==> src/rtl/branch_resolver_pkg.sv <==
// Shared types for the branch resolver: 6-bit sqN, flush FSM states and
// age arithmetic relative to the oldest in-flight instruction.
package branch_resolver_pkg;

    localparam int SQN_W = 6;

    typedef logic [SQN_W-1:0] sqn_t;

    typedef enum logic [0:0] {
        ST_IDLE  = 1'b0,
        ST_FLUSH = 1'b1
    } flush_state_e;

    // Distance from the commit pointer; the modulo-64 wrap falls out of 6-bit subtraction.
    function automatic sqn_t sqn_age(input sqn_t sqn, input sqn_t base);
        return sqn - base;
    endfunction

    function automatic logic sqn_older(input sqn_t a, input sqn_t b, input sqn_t base);
        return (sqn_age(a, base) < sqn_age(b, base));
    endfunction

endpackage

==> src/rtl/branch_select_oldest.sv <==
// Combinational oldest-of-N picker over candidate branch results;
// equal ages resolve to the lowest port index.
module branch_select_oldest
    import branch_resolver_pkg::*;
#(
    parameter int NUM_PORTS = 2,
    parameter int IDX_W     = (NUM_PORTS > 1) ? $clog2(NUM_PORTS) : 1
) (
    input  logic [NUM_PORTS-1:0]  cand,
    input  sqn_t [NUM_PORTS-1:0]  sqn,
    input  sqn_t                  base,
    output logic                  found,
    output logic [IDX_W-1:0]      idx
);

    sqn_t best_age_s;

    // Linear scan; strict less-than keeps the earlier port on ties.
    always_comb begin
        found      = 1'b0;
        idx        = '0;
        best_age_s = '0;
        for (int i = 0; i < NUM_PORTS; i++) begin
            if (cand[i] && (!found || (sqn_age(sqn[i], base) < best_age_s))) begin
                found      = 1'b1;
                idx        = IDX_W'(i);
                best_age_s = sqn_age(sqn[i], base);
            end else begin
                best_age_s = best_age_s;
            end
        end
    end

endmodule

==> src/rtl/branch_resolver.sv <==
// Oldest-taken-branch redirect generator with a timed flush window.
// Optional statistics counters enabled by defining BRANCH_RESOLVER_STATS_EN.
module branch_resolver
    import branch_resolver_pkg::*;
#(
    parameter int NUM_PORTS    = 2,
    parameter int FLUSH_CYCLES = 3
) (
    input  logic                        clk,
    input  logic                        rst,
    input  logic                        en,
    input  logic [NUM_PORTS-1:0]        IN_valid,
    input  logic [NUM_PORTS-1:0]        IN_isBranch,
    input  logic [NUM_PORTS-1:0]        IN_branchTaken,
    input  logic [NUM_PORTS-1:0][31:0]  IN_branchAddress,
    input  logic [NUM_PORTS-1:0][5:0]   IN_branchSqN,
    input  logic [5:0]                  IN_commitSqN,
    output logic                        OUT_redirect,
    output logic [31:0]                 OUT_redirectAddr,
    output logic [5:0]                  OUT_redirectSqN,
    output logic                        OUT_flushActive,
    output logic [5:0]                  OUT_flushSqN
`ifdef BRANCH_RESOLVER_STATS_EN
    ,
    output logic [31:0]                 OUT_statBranches,
    output logic [31:0]                 OUT_statRedirects
`endif
);

    localparam int CNT_W = $clog2(FLUSH_CYCLES + 1);
    localparam int IDX_W = (NUM_PORTS > 1) ? $clog2(NUM_PORTS) : 1;
    localparam logic [CNT_W-1:0] CNT_LOAD = CNT_W'(FLUSH_CYCLES);

    flush_state_e          state_r, state_s;
    logic [CNT_W-1:0]      cnt_r, cnt_s;
    logic                  redirect_r, redirect_s;
    logic [31:0]           addr_r, addr_s;
    sqn_t                  sqn_r, sqn_s;
    sqn_t                  flush_sqn_r, flush_sqn_s;
    logic [NUM_PORTS-1:0]  cand_s;
    logic                  sel_found_s;
    logic [IDX_W-1:0]      sel_idx_s;

    // During a flush only results strictly older than the flush bound may compete.
    always_comb begin
        cand_s = '0;
        for (int i = 0; i < NUM_PORTS; i++) begin
            if (IN_valid[i] && IN_isBranch[i] && IN_branchTaken[i]) begin
                cand_s[i] = (state_r == ST_IDLE) ||
                            sqn_older(IN_branchSqN[i], flush_sqn_r, IN_commitSqN);
            end else begin
                cand_s[i] = 1'b0;
            end
        end
    end

    branch_select_oldest #(
        .NUM_PORTS (NUM_PORTS),
        .IDX_W     (IDX_W)
    ) u_select (
        .cand  (cand_s),
        .sqn   (IN_branchSqN),
        .base  (IN_commitSqN),
        .found (sel_found_s),
        .idx   (sel_idx_s)
    );

    // Next-state and next-output logic for the flush window FSM.
    always_comb begin
        state_s     = state_r;
        cnt_s       = cnt_r;
        redirect_s  = 1'b0;
        addr_s      = addr_r;
        sqn_s       = sqn_r;
        flush_sqn_s = flush_sqn_r;
        if (sel_found_s) begin
            state_s     = ST_FLUSH;
            cnt_s       = CNT_LOAD;
            redirect_s  = 1'b1;
            addr_s      = IN_branchAddress[sel_idx_s];
            sqn_s       = IN_branchSqN[sel_idx_s];
            flush_sqn_s = IN_branchSqN[sel_idx_s];
        end else begin
            case (state_r)
                ST_IDLE: begin
                    state_s = ST_IDLE;
                end
                ST_FLUSH: begin
                    if (cnt_r <= {{(CNT_W-1){1'b0}}, 1'b1}) begin
                        state_s = ST_IDLE;
                        cnt_s   = '0;
                    end else begin
                        cnt_s   = cnt_r - {{(CNT_W-1){1'b0}}, 1'b1};
                    end
                end
                default: begin
                    state_s = ST_IDLE;
                    cnt_s   = '0;
                end
            endcase
        end
    end

    // State and output registers; a disabled cycle only retires the redirect pulse.
    always_ff @(posedge clk) begin
        if (rst) begin
            state_r     <= ST_IDLE;
            cnt_r       <= '0;
            redirect_r  <= 1'b0;
            addr_r      <= '0;
            sqn_r       <= '0;
            flush_sqn_r <= '0;
        end else if (en) begin
            state_r     <= state_s;
            cnt_r       <= cnt_s;
            redirect_r  <= redirect_s;
            addr_r      <= addr_s;
            sqn_r       <= sqn_s;
            flush_sqn_r <= flush_sqn_s;
        end else begin
            redirect_r  <= 1'b0;
        end
    end

    assign OUT_redirect     = redirect_r;
    assign OUT_redirectAddr = addr_r;
    assign OUT_redirectSqN  = sqn_r;
    assign OUT_flushActive  = (state_r == ST_FLUSH);
    assign OUT_flushSqN     = flush_sqn_r;

`ifdef BRANCH_RESOLVER_STATS_EN
    logic [31:0] branch_cnt_s;

    // Every valid branch counts, including ones dropped by the flush window.
    always_comb begin
        branch_cnt_s = 32'd0;
        for (int i = 0; i < NUM_PORTS; i++) begin
            branch_cnt_s = branch_cnt_s + 32'(IN_valid[i] & IN_isBranch[i]);
        end
    end

    // Free-running statistics counters, wrapping naturally at 2^32.
    always_ff @(posedge clk) begin
        if (rst) begin
            OUT_statBranches  <= 32'd0;
            OUT_statRedirects <= 32'd0;
        end else if (en) begin
            OUT_statBranches  <= OUT_statBranches + branch_cnt_s;
            OUT_statRedirects <= OUT_statRedirects + 32'(sel_found_s);
        end else begin
            OUT_statBranches  <= OUT_statBranches;
            OUT_statRedirects <= OUT_statRedirects;
        end
    end
`endif

endmodule

==> config.mk <==
export PLATFORM = sky130hd
export DESIGN_NAME = branch_resolver
export DESIGN_NICKNAME = d
export VERILOG_FILES = /design/src/rtl/branch_resolver_pkg.sv /design/src/rtl/branch_select_oldest.sv /design/src/rtl/branch_resolver.sv
export SDC_FILE = /design/constraint.sdc
export NUM_CORES = 1
export LEC_CHECK = 0
export ABC_AREA = 0
export ABC_CLOCK_PERIOD_IN_PS = 6800
export BUFFER_PORTS_ARGS = -buffer_cell sky130_fd_sc_hd__buf_2
export CAP_MARGIN = 10
export CELL_PAD_IN_SITES_DETAIL_PLACEMENT = 0
export CELL_PAD_IN_SITES_GLOBAL_PLACEMENT = 1
export CORE_MARGIN = 3
export CORE_UTILIZATION = 40
export DETAILED_ROUTE_END_ITERATION = 7
export PLACE_DENSITY = 0.95
export SLEW_MARGIN = 5
export SYNTH_ARGS = -nofsm -noshare
export SYNTH_HDL_FRONTEND = slang
export SYNTH_SLANG_ARGS = --single-unit
==> constraint.sdc <==
create_clock -name clk -period 6.8 [get_ports clk]
set_clock_uncertainty 0.05 [all_clocks]
set_input_delay 0.34 -clock clk [delete_from_list [all_inputs] [get_ports clk]]
set_output_delay 0.34 -clock clk [all_outputs]
set_load 0.03 [all_outputs]
==> flow_summary.toml <==
[critical_path]
criticalPathCategory = "reg2reg"
endpoint_kind = "register"
worst_r2r_path_depth = 18
crit_chain = "inv_1 > ha_1 > inv_1 > fa_1 > xnor2_1 > ha_1 > o21ai_0 > o21ai_0 > o32ai_2 > o21ai_0 > ha_1 > nor3_1 > o21ai_0 > a31o_2 > o21ai_4 > buf_4 > a221oi_1 > a221oi_2"
cp.depth = 18
cpMaxStageDelayCell = "o32ai_2"
max_stage_delay_ns = 0.67
crit_family = "compound AO/OA/AOI/OAI gates"
r2r_slack_ns = 1.83
cp.required_ns = 6.95
worstPathArrival_ns = 5.12
worst-path-buf-inv = 3
crit_path_max_fanout = 22
critPathLaunchType = "register"
worst_path_most_repeated_cell = "o21ai_0"

[power]
p_leak_nw = 1.90
p_comb_frac = 0.576
switching_share = 0.471
clkPwrFrac = 0.153
ir_drop_mv = 0.120
pwr-share-seq = 0.271
p_switching_w = 0.000554
internal_power_w = 0.000621
power_density_nw_per_um2 = 260

[placed_design]
port_buffers = 136
dp.final_hpwl_mm = 7.82
gp_congestion = 0.886
place_inst = 628
place_area_sq_um = 4420

[drt]
viasPerCell = 5.71
drt_iter0_markers = 142
routed_wirelength_mm = 11.0
ant_nets = 0
first_pass_iters = 4
vias = 3638
avgRoutedWirePerCell_microns = 17.3
drc_errors = 0

[logic_synthesis]
yosys_warnings = 0
ys_types = 36
synth_commonest_cells = "a221oi_2, inv_1, dfxtp_1, o21ai_0, a21boi_0"
synth_flop_cell = "dfxtp_1"
syn_inst = 408
synth_area_leaders = "a221oi_2, dfxtp_1, ha_1"
ys_ff_latch = 42
avgSynthCellArea_sq_um = 9.30
synth_edf_count = 0
synth.most_common_cell = "a221oi_2"
synth.yosys.seq_area_share = 0.222
yosysTopAreaCellShare = 0.230
async_flop_share = 0
netlist_area_sq_um = 3790
yosys.area.top_type = "a221oi_2"
syn-num-nets = 530

[final_layout]
multi_input_area_sq_um = 2500
instances_no_fill = 637
regArea_sq_um = 841
post-route-util = 0.504
postLayoutCellArea_sq_um = 4520
final_net_count = 631
layout-drive-gt1-share = 0.431
nFillCells = 845
area_growth_syn_to_layout_pct = 19.2

[global_route]
overflow = 0
grt_pass1_vias = 3661
grt_max_degree = 78
grt_usage = 0.204
antenna_found_initial = 1
grt_pass1_wl_mm = 17.6

[timing]
fin_setup_tns_ns = 0
maxSlewViolCount = 0
fmax_mhz = 201
relSlewSlack = 0.194
final-setup-viol-count = 0
rsz0062_at_grt = "no"
finalHoldViolCount = 0
period_share = 0.730
period_minus_slack_ns = 4.97
worstMarginPinSlew_ns = 1.21

[clock_network]
cts_resized = 0
clk_latency_ns = 0.30
clockBufferDepth = 2
cts_inserted_buffers = 5
cts_hold_buf = 0
cts-root-buf = "clkbuf_8"
tritoncts = "built"
path_clk_slew_ns = 0.09
cts_setup_buffers = 0
cts.sinks = 42
h-tree-depth = 2

[die]
dieArea_sq_um = 10700
pin_count = 137
die_h_microns = 103
rows = 34
die_x_microns = 103
core_sq_um = 8980
initial_utilization = 0.422

[worst_hold_path]
hold_path_class = "in2reg"
hold-path-cell-count = 3

[job]
maxCapViolCount = 0

[run_status]
outcome = "finished, final reports clean"
==> power by group through the flow <==
| stage | clock [W] | combinational (W) | sequential (W) |
|---|---|---|---|
| 2_1_floorplan | 0 | 0.000454 | 0.000403 |
| 3_3_place_gp | 0 | 0.000662 | 0.000323 |
| 3_5_place_dp | 0 | 0.000675 | 0.000324 |
| 4_1_cts | 0.000183 | 0.000678 | 0.000318 |
| 5_1_grt | 0.000196 | 0.000737 | 0.000324 |
| 6_report | 0.000180 | 0.000677 | 0.000318 |
==> per-stage QoR <==
stage	power [W]	hold WS, ns	setup WS (ns)
2_1_floorplan	0.000857	0.409	2.56
3_3_place_gp	0.000985	0.398	1.84
3_5_place_dp	0.000999	0.401	1.67
4_1_cts	0.00118	0.259	1.87
5_1_grt	0.00126	0.264	1.40
6_report	0.00118	0.268	1.83
==> state kept, by name (all words and copies together), names as in the netlist <==
name and count:
OUT_flushSqN 6, OUT_redirectAddr 32, OUT_flushActive 1, cnt_r 2
OUT_redirect 1
==> layer usage <==
metal  vias to the layer above  GRT usage  wire (microns)
met5                         -          0               7
met3                        16     0.0443             786
met4                         2     0.0498             117
met1                      1735      0.258            4820
met2                       129      0.351            5310
li1                       1756          -               -
==> area by class of cell <==
class | count | share of cell area
Antenna cell | 1 | 0.000554
Clock buffer | 7 | 0.0191
Clock inverter | 1 | 0.00194
Inverter | 53 | 0.0440
Multi-Input combinational cell | 265 | 0.553
Sequential cell | 42 | 0.186
Tap cell | 126 | 0.0349
Timing Repair Buffer | 142 | 0.161
==> placed cells by master (no fill, tap or decap), types with 2 or more instances in the layout <==
cell      count
o21a_1        3
a221oi_1     18
buf_4         6
a21boi_0     37
nand3_1       3
xor2_1        4
buf_2       136
a21oi_1      10
nand2b_1      4
fa_1          3
o21ai_0      42
o21ai_1       9
a221oi_2     58
a21o_1        9
nand2_1       3
o32ai_2       2
clkbuf_8      6
ha_1         28
o211ai_1      2
inv_1        52
o32a_1        2
dfxtp_1      42
nor2_1        3
xnor2_1      10
a21oi_2       3
==> worst paths after layout <==
path / from / endpoint
min: IN_branchAddress[5] / OUT_redirectAddr[5]
max: OUT_flushSqN[0] / OUT_flushSqN[3]
max reg2reg: OUT_flushSqN[0] / OUT_flushSqN[3]
min reg2reg: OUT_redirectAddr[13] / OUT_redirectAddr[13]
==> cell families after synthesis <==
group	share of synthesized area
fa+ha+maj	0.108
simple gates	0.0247
xor+xnor	0.0323
flops	0.222
compound gates	0.489
buf+inv	0.124
==> worst reg2reg max path, delay by kind of cell, from the launching register on <==
family / cells / cell delay [ns]
AO/OA/AOI/OAI: 9 / 2.37
adder cells (fa/ha/maj): 4 / 1.05
buffers and inverters: 3 / 0.60
flip-flops: 1 / 0.33
XOR/XNOR: 1 / 0.27
AND/OR/NAND/NOR: 1 / 0.20
No activity file was read; power rests on OpenSTA's default activity.
